--- src/rtl/apb_completer_regs.sv ---
`default_nettype none
// ============================================================================
// Module      : apb_completer_regs
// Description : APB completer terminating a bus with a bank of 32-bit
//               registers and a fixed number of wait states per access.
//               Register 0 is a read-only ID register.
// Optional    : APB_COMPLETER_PSLVERR_EN adds the pslverr output.
// Ports       : clk, rst_n        clock, async active-low reset
//               paddr/psel/penable/pwrite/pwdata   APB request inputs
//               prdata/pready    APB response (registered)
//               pslverr          error response (optional)
// Revision    : 1.0  initial release
// ============================================================================
module apb_completer_regs #(
  parameter int          NUM_REGS    = 16,
  parameter int          WAIT_CYCLES = 0,
  parameter logic [31:0] ID_VALUE    = 32'hA9B0_0001
) (
  input  logic        clk,
  input  logic        rst_n,
  input  logic [31:0] paddr,
  input  logic        psel,
  input  logic        penable,
  input  logic        pwrite,
  input  logic [31:0] pwdata,
  output logic [31:0] prdata,
  output logic        pready
`ifdef APB_COMPLETER_PSLVERR_EN
  ,
  output logic        pslverr
`endif
);

  localparam int         c_IDX_W = $clog2(NUM_REGS);
  localparam logic [3:0] c_WAIT  = 4'(WAIT_CYCLES);

  typedef enum logic [0:0] {
    S_IDLE   = 1'b0,
    S_ACCESS = 1'b1
  } state_t;

  state_t              r_state;
  state_t              w_state_next;
  logic                w_setup;
  logic                w_done;
  logic                w_abort;

  logic [31:0]         r_addr;
  logic                r_write;
  logic [31:0]         r_wdata;
  logic [3:0]          r_wcnt;
  logic                r_pready;
  logic [31:0]         r_prdata;
  logic [31:0]         r_regs [1:NUM_REGS-1];

  // Address/direction of the transfer in flight. In IDLE the bus inputs are
  // used directly so that a zero-wait read can load prdata at the setup edge.
  logic [31:0]         w_cur_addr;
  logic                w_cur_write;
  logic [c_IDX_W-1:0]  w_idx;
  logic                w_bad;
  logic [31:0]         w_rd_val;

  assign w_cur_addr  = (r_state == S_IDLE) ? paddr  : r_addr;
  assign w_cur_write = (r_state == S_IDLE) ? pwrite : r_write;
  assign w_idx       = w_cur_addr[2 +: c_IDX_W];
  assign w_bad       = (|w_cur_addr[31:c_IDX_W+2]) | (|w_cur_addr[1:0]);

  always_comb begin
    w_rd_val = 32'h0;
    if (!w_bad) begin
      if (w_idx == '0) begin
        w_rd_val = ID_VALUE;
      end else begin
        for (int i = 1; i < NUM_REGS; i++) begin
          if (w_idx == c_IDX_W'(i)) w_rd_val = r_regs[i];
        end
      end
    end
  end

`ifdef APB_COMPLETER_PSLVERR_EN
  logic r_pslverr;
  logic w_err;
  assign w_err   = w_bad | (w_cur_write & (w_idx == '0));
  assign pslverr = r_pslverr;
`endif

  // --------------------------------------------------------------------------
  // FSM next-state
  // --------------------------------------------------------------------------
  always_comb begin
    w_state_next = r_state;
    w_setup      = 1'b0;
    w_done       = 1'b0;
    w_abort      = 1'b0;
    case (r_state)
      S_IDLE: begin
        // penable without a preceding setup phase is ignored
        if (psel && !penable) begin
          w_setup      = 1'b1;
          w_state_next = S_ACCESS;
        end
      end
      S_ACCESS: begin
        if (!psel) begin
          w_abort      = 1'b1;
          w_state_next = S_IDLE;
        end else if (penable && r_pready) begin
          w_done       = 1'b1;
          w_state_next = S_IDLE;
        end
      end
      default: w_state_next = S_IDLE;
    endcase
  end

  // --------------------------------------------------------------------------
  // State, datapath and register bank
  // --------------------------------------------------------------------------
  always_ff @(posedge clk or negedge rst_n) begin
    if (!rst_n) begin
      r_state   <= S_IDLE;
      r_addr    <= 32'h0;
      r_write   <= 1'b0;
      r_wdata   <= 32'h0;
      r_wcnt    <= 4'h0;
      r_pready  <= 1'b0;
      r_prdata  <= 32'h0;
`ifdef APB_COMPLETER_PSLVERR_EN
      r_pslverr <= 1'b0;
`endif
      for (int i = 1; i < NUM_REGS; i++) r_regs[i] <= 32'h0;
    end else begin
      r_state <= w_state_next;

      if (w_setup) begin
        r_addr   <= paddr;
        r_write  <= pwrite;
        r_wdata  <= pwdata;
        r_wcnt   <= c_WAIT;
        r_pready <= (c_WAIT == 4'h0);
        if (c_WAIT == 4'h0) begin
          if (!w_cur_write) r_prdata <= w_rd_val;
`ifdef APB_COMPLETER_PSLVERR_EN
          r_pslverr <= w_err;
`endif
        end
      end else if (w_abort || w_done) begin
        r_pready <= 1'b0;
`ifdef APB_COMPLETER_PSLVERR_EN
        r_pslverr <= 1'b0;
`endif
      end else if (r_state == S_ACCESS && r_wcnt != 4'h0) begin
        // counter saturates at zero; pready rises on the 1 -> 0 step
        r_wcnt <= r_wcnt - 4'h1;
        if (r_wcnt == 4'h1) begin
          r_pready <= 1'b1;
          if (!w_cur_write) r_prdata <= w_rd_val;
`ifdef APB_COMPLETER_PSLVERR_EN
          r_pslverr <= w_err;
`endif
        end
      end

      // Writes commit only on the completion edge, from the latched request
      for (int i = 1; i < NUM_REGS; i++) begin
        if (w_done && r_write && !w_bad && (w_idx == c_IDX_W'(i))) begin
          r_regs[i] <= r_wdata;
        end
      end
    end
  end

  assign prdata = r_prdata;
  assign pready = r_pready;

endmodule
`default_nettype wire
--- config.mk ---
export PLATFORM = sky130hd
export DESIGN_NAME = apb_completer_regs
export DESIGN_NICKNAME = d
export VERILOG_FILES = /design/src/rtl/apb_completer_regs.sv
export SDC_FILE = /design/constraint.sdc
export NUM_CORES = 1
export LEC_CHECK = 0
export ABC_CLOCK_PERIOD_IN_PS = 3400
export CAP_MARGIN = 40
export CORE_AREA = 2 2 254 281
export CTS_BUF_LIST = sky130_fd_sc_hd__clkbuf_4 sky130_fd_sc_hd__clkbuf_8 sky130_fd_sc_hd__clkbuf_16
export CTS_CLUSTER_DIAMETER = 120
export DETAILED_ROUTE_END_ITERATION = 8
export DIE_AREA = 0 0 256 283
export GPL_TIMING_DRIVEN = 1
export SKIP_LAST_GASP = 1
export SLEW_MARGIN = 20
export SYNTH_ARGS = -nofsm -noshare
export SYNTH_HDL_FRONTEND = slang
export SYNTH_SLANG_ARGS = --single-unit
--- constraint.sdc ---
create_clock -name clk -period 3.4 [get_ports clk]
set_input_delay 0.68 -clock clk [delete_from_list [all_inputs] [get_ports clk]]
set_output_delay 0.68 -clock clk [all_outputs]
set_load 0.01 [all_outputs]
### Word-level counts from Yosys, hierarchy flattened

Index checks and enable logic that the tools add are counted.

* register bits after elaboration: 583
* output and inout bits: 33

* add/subtract/negate cells: 1
* equality and inequality tests: 17
* muxes and demuxes: 41
* bitwise operators: 2
* reduce and logical (&&, ||, !) cells: 34

Operators by type and width (count)
* two-way mux 32 bit: 23
* == test 4 bit (second input constant): 8
* OR reduction 26 bit: 1
* logical AND 1 bit: 20
* == test 4 x 3 -> 1 bit (second input constant): 4
* two-way mux 1 bit: 14
* two-way mux 4 bit: 3
* == test 4 x 1 -> 1 bit (second input constant): 2
* == test 4 x 2 -> 1 bit (second input constant): 2
* nonzero test 3 bit: 2
* zero test 4 bit: 1
* AND reduction 2 bit: 2
* nonzero test 2 bit: 2
* nonzero test 4 bit: 1
* subtractor 4 x 1 -> 4 bit (second input constant): 1
* AND reduction 3 bit: 1
* zero test 1 bit: 2
* != test 2 bit (second input constant): 1
* case mux 1 bit (2 select lines): 1
* OR reduction 2 bit: 1
* logical OR 1 bit: 1
* NOT 1 bit: 1
* bitwise OR 1 bit: 1

### Logic depth before layout (Yosys ltp)

* word-level depth: 24
* gate-level depth with buffers: 12
* gate-level depth less buffers: 8

### Least setup slack after synthesis

OpenSTA, ideal clock, no wires.

* kind: input -> register
* start: in paddr[16]
* end: reg r_regs[277] (netlist name)
* setup time: 0.125 ns
* data arrival time: 2.711 ns
* required time: 3.275 ns
* slack: 0.564 ns
* cell stages on the path: 8
* path buffers: 2
* cells stage by stage: nor4_1 > nand4_1 > or4_1 > buf_2 > a21o_1 > nor3_2 > buf_2 > mux2_2

* longest elaborated chain between the ends: 6

RTL lines
* start: declaration: RTL line 21 `input logic [31:0] paddr,`
* two-way mux 32 bit: RTL line 64 `assign w_cur_addr = (r_state == S_IDLE) ? paddr : r_addr;`
* OR reduction 26 bit: RTL line 67 `assign w_bad = (|w_cur_addr[31:c_IDX_W+2]) | (|w_cur_addr[1:0]);`
* bitwise OR 1 bit: RTL line 67
* zero test 1 bit: RTL line 168 `if (w_done && r_write && !w_bad && (w_idx == c_IDX_W'(i))) begin`
* logical AND 1 bit (2 in series): RTL line 168
* end signal: indexed assignment: RTL line 169 `r_regs[i] <= r_wdata;`
* end: declaration: RTL line 54 `logic [31:0] r_regs [1:NUM_REGS-1];`

Every way passes these cells.
A chain may end at the register's enable or synchronous reset.

### Worst setup path after layout

* start: reg r_addr[6]
* end: reg r_regs[268] (netlist name)

* longest elaborated chain between the ends: 6

RTL lines
* start: declaration: RTL line 48 `logic [31:0] r_addr;`
* start signal: assignment: RTL line 138 `r_addr <= paddr;`
* two-way mux 32 bit: RTL line 64
* OR reduction 26 bit: RTL line 67
* bitwise OR 1 bit: RTL line 67
* zero test 1 bit: RTL line 168
* logical AND 1 bit (2 in series): RTL line 168

Every way passes these cells.

==> qor.txt <==
status - finished clean
reg2reg path depth - 8
min Tclk post-route - 3050 ps
Slew Limit Fails - 0
Horiz. Die Dim - 256 um
synth warn - 0
critical path endpoint category - register
via count - 20800
share of layout cells above drive strength 1 - 0.353
Least-Margin Pin Slew - 737 ps
CTS tree - built
initial drt markers - 1925
postcts setup bufs - 0
Avg Cell Area, Syn - 12.2 um^2
Slew HR - 0.509
total global routing overflow - 0
Placed Cells incl. Taps - 3282
num rows - 102
Synth Cell Area - 0.0276 mm^2
HPWL after DPL - 60.1 mm
die footprint - 0.0724 mm^2
Seq/Total Area, Yosys - 0.528
DRC - 0
Critical Path Max Stage Delay - 540 ps
Finished Layout Cells - 3390
Clock Latency Late Sink - 640 ps
gpl congestion - 0.876
total track usage - 0.251
maxcap violations - 0
RSZ-0062 raised after global routing - false
vias in the first global route - 21800
clock tree buffer depth - 3
drt total wl - 92.2 mm
crit-path cells - nor4b_1 > nand4_1 > or4_1 > buf_4 > a21o_1 > nor3_4 > buf_12 > mux2_2
initial core utilization - 0.396
crit path launch - r_addr[6]
port bufs - 101
Crit path arrival time - 3570 ps
clock sink total - 583
Fmax achieved - 0.328 GHz
crit-path max FO - 17
DR vias/cell - 6.12
# setup viols final - 0
post-cts resize count - 0
crit start category - register
hold crit path type - input pin to async pin
WL per Instance - 27.2 um
Root Buffer - clkbuf_16
largest net degree at the start of global routing - 76
Tcrit/Tclk final - 0.897
Place WS - -284 ps
Worst-path clk slew - 60 ps
Synth async-reset ratio - 1.00
R2R Path Start - r_addr[6]
Clock Skews - 16.9 ps
die height - 283 um
synth unique cells - 76
first-pass GRT wire length - 139 mm
io pins - 102
Peak VDD IR - 0.392 mV
endpoints failing hold - 0
Overall Power - 16.6 mW
#FFs+latches synth - 583
Net Count, Synth - 2333
Num CTS Buffers - 60
# diodes - 0
number of flops mapped to enable cells by yosys - 0
Final TNS setup - 0 ps
PD cells - 501 mW/mm^2
hold buffer count at cts - 0
fin nets - 2479
post-route ant nets - 0
core box area - 0.0698 mm^2
initial antenna violation count - 0
Worst path slowest cell - or4_1
# fillers - 6197
CTS H-Tree Depth - 2
Sequential Area - 0.0146 mm^2
required time of the critical path - 3920 ps
Multi-input gate area - 0.0121 mm^2
Leak - 15.2 nW
Syn Inst Count - 2262
Synth Flop Type - dfrtp_1
Pre-Repair DR Iteration Count - 8
fin worst setup slack - 349 ps
Setup CP Type - register to register
synth-to-layout area growth - 19.7%
## power breakdown
| group | switching, mW | internal (mW) | total, mW |
|---|---|---|---|
| sequential | 0.467 | 7.11 | 7.58 |
| clock | 2.83 | 4.03 | 6.86 |
| combinational | 1.35 | 0.783 | 2.13 |
## placed cells by master, fill, tap and decap left out, types with 12 or more instances in the layout
cell             instances
dfrtp_1                581
mux2_2                 493
buf_4                  135
a21oi_1                101
clkdlybuf4s50_1         98
nor2_1                  96
o21ai_0                 95
nand2_1                 67
o22ai_1                 61
clkbuf_16               61
a22oi_1                 57
buf_12                  54
nor3_1                  51
o211ai_1                39
a222oi_1                33
a211oi_1                33
mux2_4                  30
inv_1                   22
o221ai_1                20
a221oi_1                20
mux2_1                  19
nor4_1                  19
a22o_1                  17
nand3_1                 16
clkbuf_8                16
a21o_1                  13
clkbuf_4                13
nand2b_1                12
## worst max-delay path, delay by kind of cell (launching register included)
| family | cells | cell delay (ps) |
|---|---|---|
| flip-flops | 1 | 380 |
| buffers and inverters | 2 | 460 |
| AND/OR/NAND/NOR | 4 | 1430 |
| AO/OA/AOI/OAI | 1 | 290 |
| multiplexers | 1 | 360 |
## final timing paths
check                         endpoint  slack (ps)
max                        r_regs[268]         350
min                         r_regs[67]          40
max reg2reg                r_regs[268]         350
min reg2reg                 prdata[23]         480
max in group asynchronous  r_regs[212]        2430
min in group clk            prdata[23]         480
## sequential cells by signal (all words and copies together) (netlist names)
signal	cells
prdata	32
pready	1
r_addr	32
r_regs	480
r_state	1
r_wcnt	4
r_wdata	32
r_write	1
## Yosys cell counts (5+ instances only)
| master | count | area, um^2 |
|---|---|---|
| nor3b_1 | 6 | 45.0 |
| buf_6 | 11 | 124 |
| o22ai_1 | 61 | 382 |
| clkbuf_1 | 114 | 428 |
| o21ai_0 | 95 | 475 |
| o221ai_1 | 20 | 175 |
| nor2b_1 | 9 | 56.3 |
| buf_2 | 47 | 235 |
| mux2_1 | 19 | 214 |
| a22o_1 | 17 | 149 |
| a21oi_1 | 101 | 505 |
| nor4_1 | 19 | 119 |
| a31oi_1 | 9 | 56.3 |
| mux2_4 | 30 | 450 |
| nor3_1 | 51 | 255 |
| o31ai_1 | 6 | 45.0 |
| a221oi_1 | 20 | 175 |
| buf_1 | 11 | 41.3 |
| o22a_1 | 8 | 70.1 |
| a21o_1 | 13 | 97.6 |
| nand2b_1 | 12 | 75.1 |
| mux2_2 | 493 | 5550 |
| nor2_1 | 102 | 383 |
| nand2_1 | 69 | 259 |
| a211oi_1 | 34 | 255 |
| dfrtp_1 | 583 | 14600 |
| a22oi_1 | 57 | 428 |
| nand3_1 | 17 | 85.1 |
| and3_1 | 8 | 50.1 |
| and3b_1 | 6 | 52.6 |
| buf_4 | 19 | 143 |
| o211ai_1 | 39 | 293 |
| a32oi_1 | 6 | 52.6 |
| a222oi_1 | 33 | 330 |
| a32o_1 | 7 | 70.1 |
| inv_1 | 22 | 82.6 |
| nand3_4 | 5 | 87.6 |
## per-layer routing
metal  global-route usage  vias up  part of all wire
met5                    0        -                 0
met4                0.111        0             0.046
met3               0.0467      254             0.068
met2                0.417      952              0.48
met1                0.320    10700              0.40
li1                     -     8798                 -
## logic make-up (layout without fill, tap and decap cells)
family	count (synthesis)	count (layout)	synth area share
AOI/OAI and AO/OA	564	564	0.143
muxes	546	546	0.227
buffers and inverters	229	421	0.0390
and+or+nand+nor	336	336	0.0616
DFF	583	583	0.528
xor gates and xnor gates	2	2	0.000634
adders and majority gates	2	2	0.000906
## metrics by stage
step	util	hold slack [ps]	cell area, um^2
after floorplan	-	384	27600
after global placement	0.444	466	31000
after detailed placement	0.444	475	31000
after CTS	0.474	74.9	33100
after global routing	0.474	83.9	33100
final	0.474	41.5	33100
## area by class of cell
cell class | count | share of cell area
Sequential cell | 583 | 0.441
Multi-Input combinational cell | 1450 | 0.365
Timing Repair Buffer | 290 | 0.0938
Clock inverter | 18 | 0.00624
Clock buffer | 90 | 0.0558
Inverter | 23 | 0.00261
Tap cell | 936 | 0.0354
(Power assumes the default switching activity.)
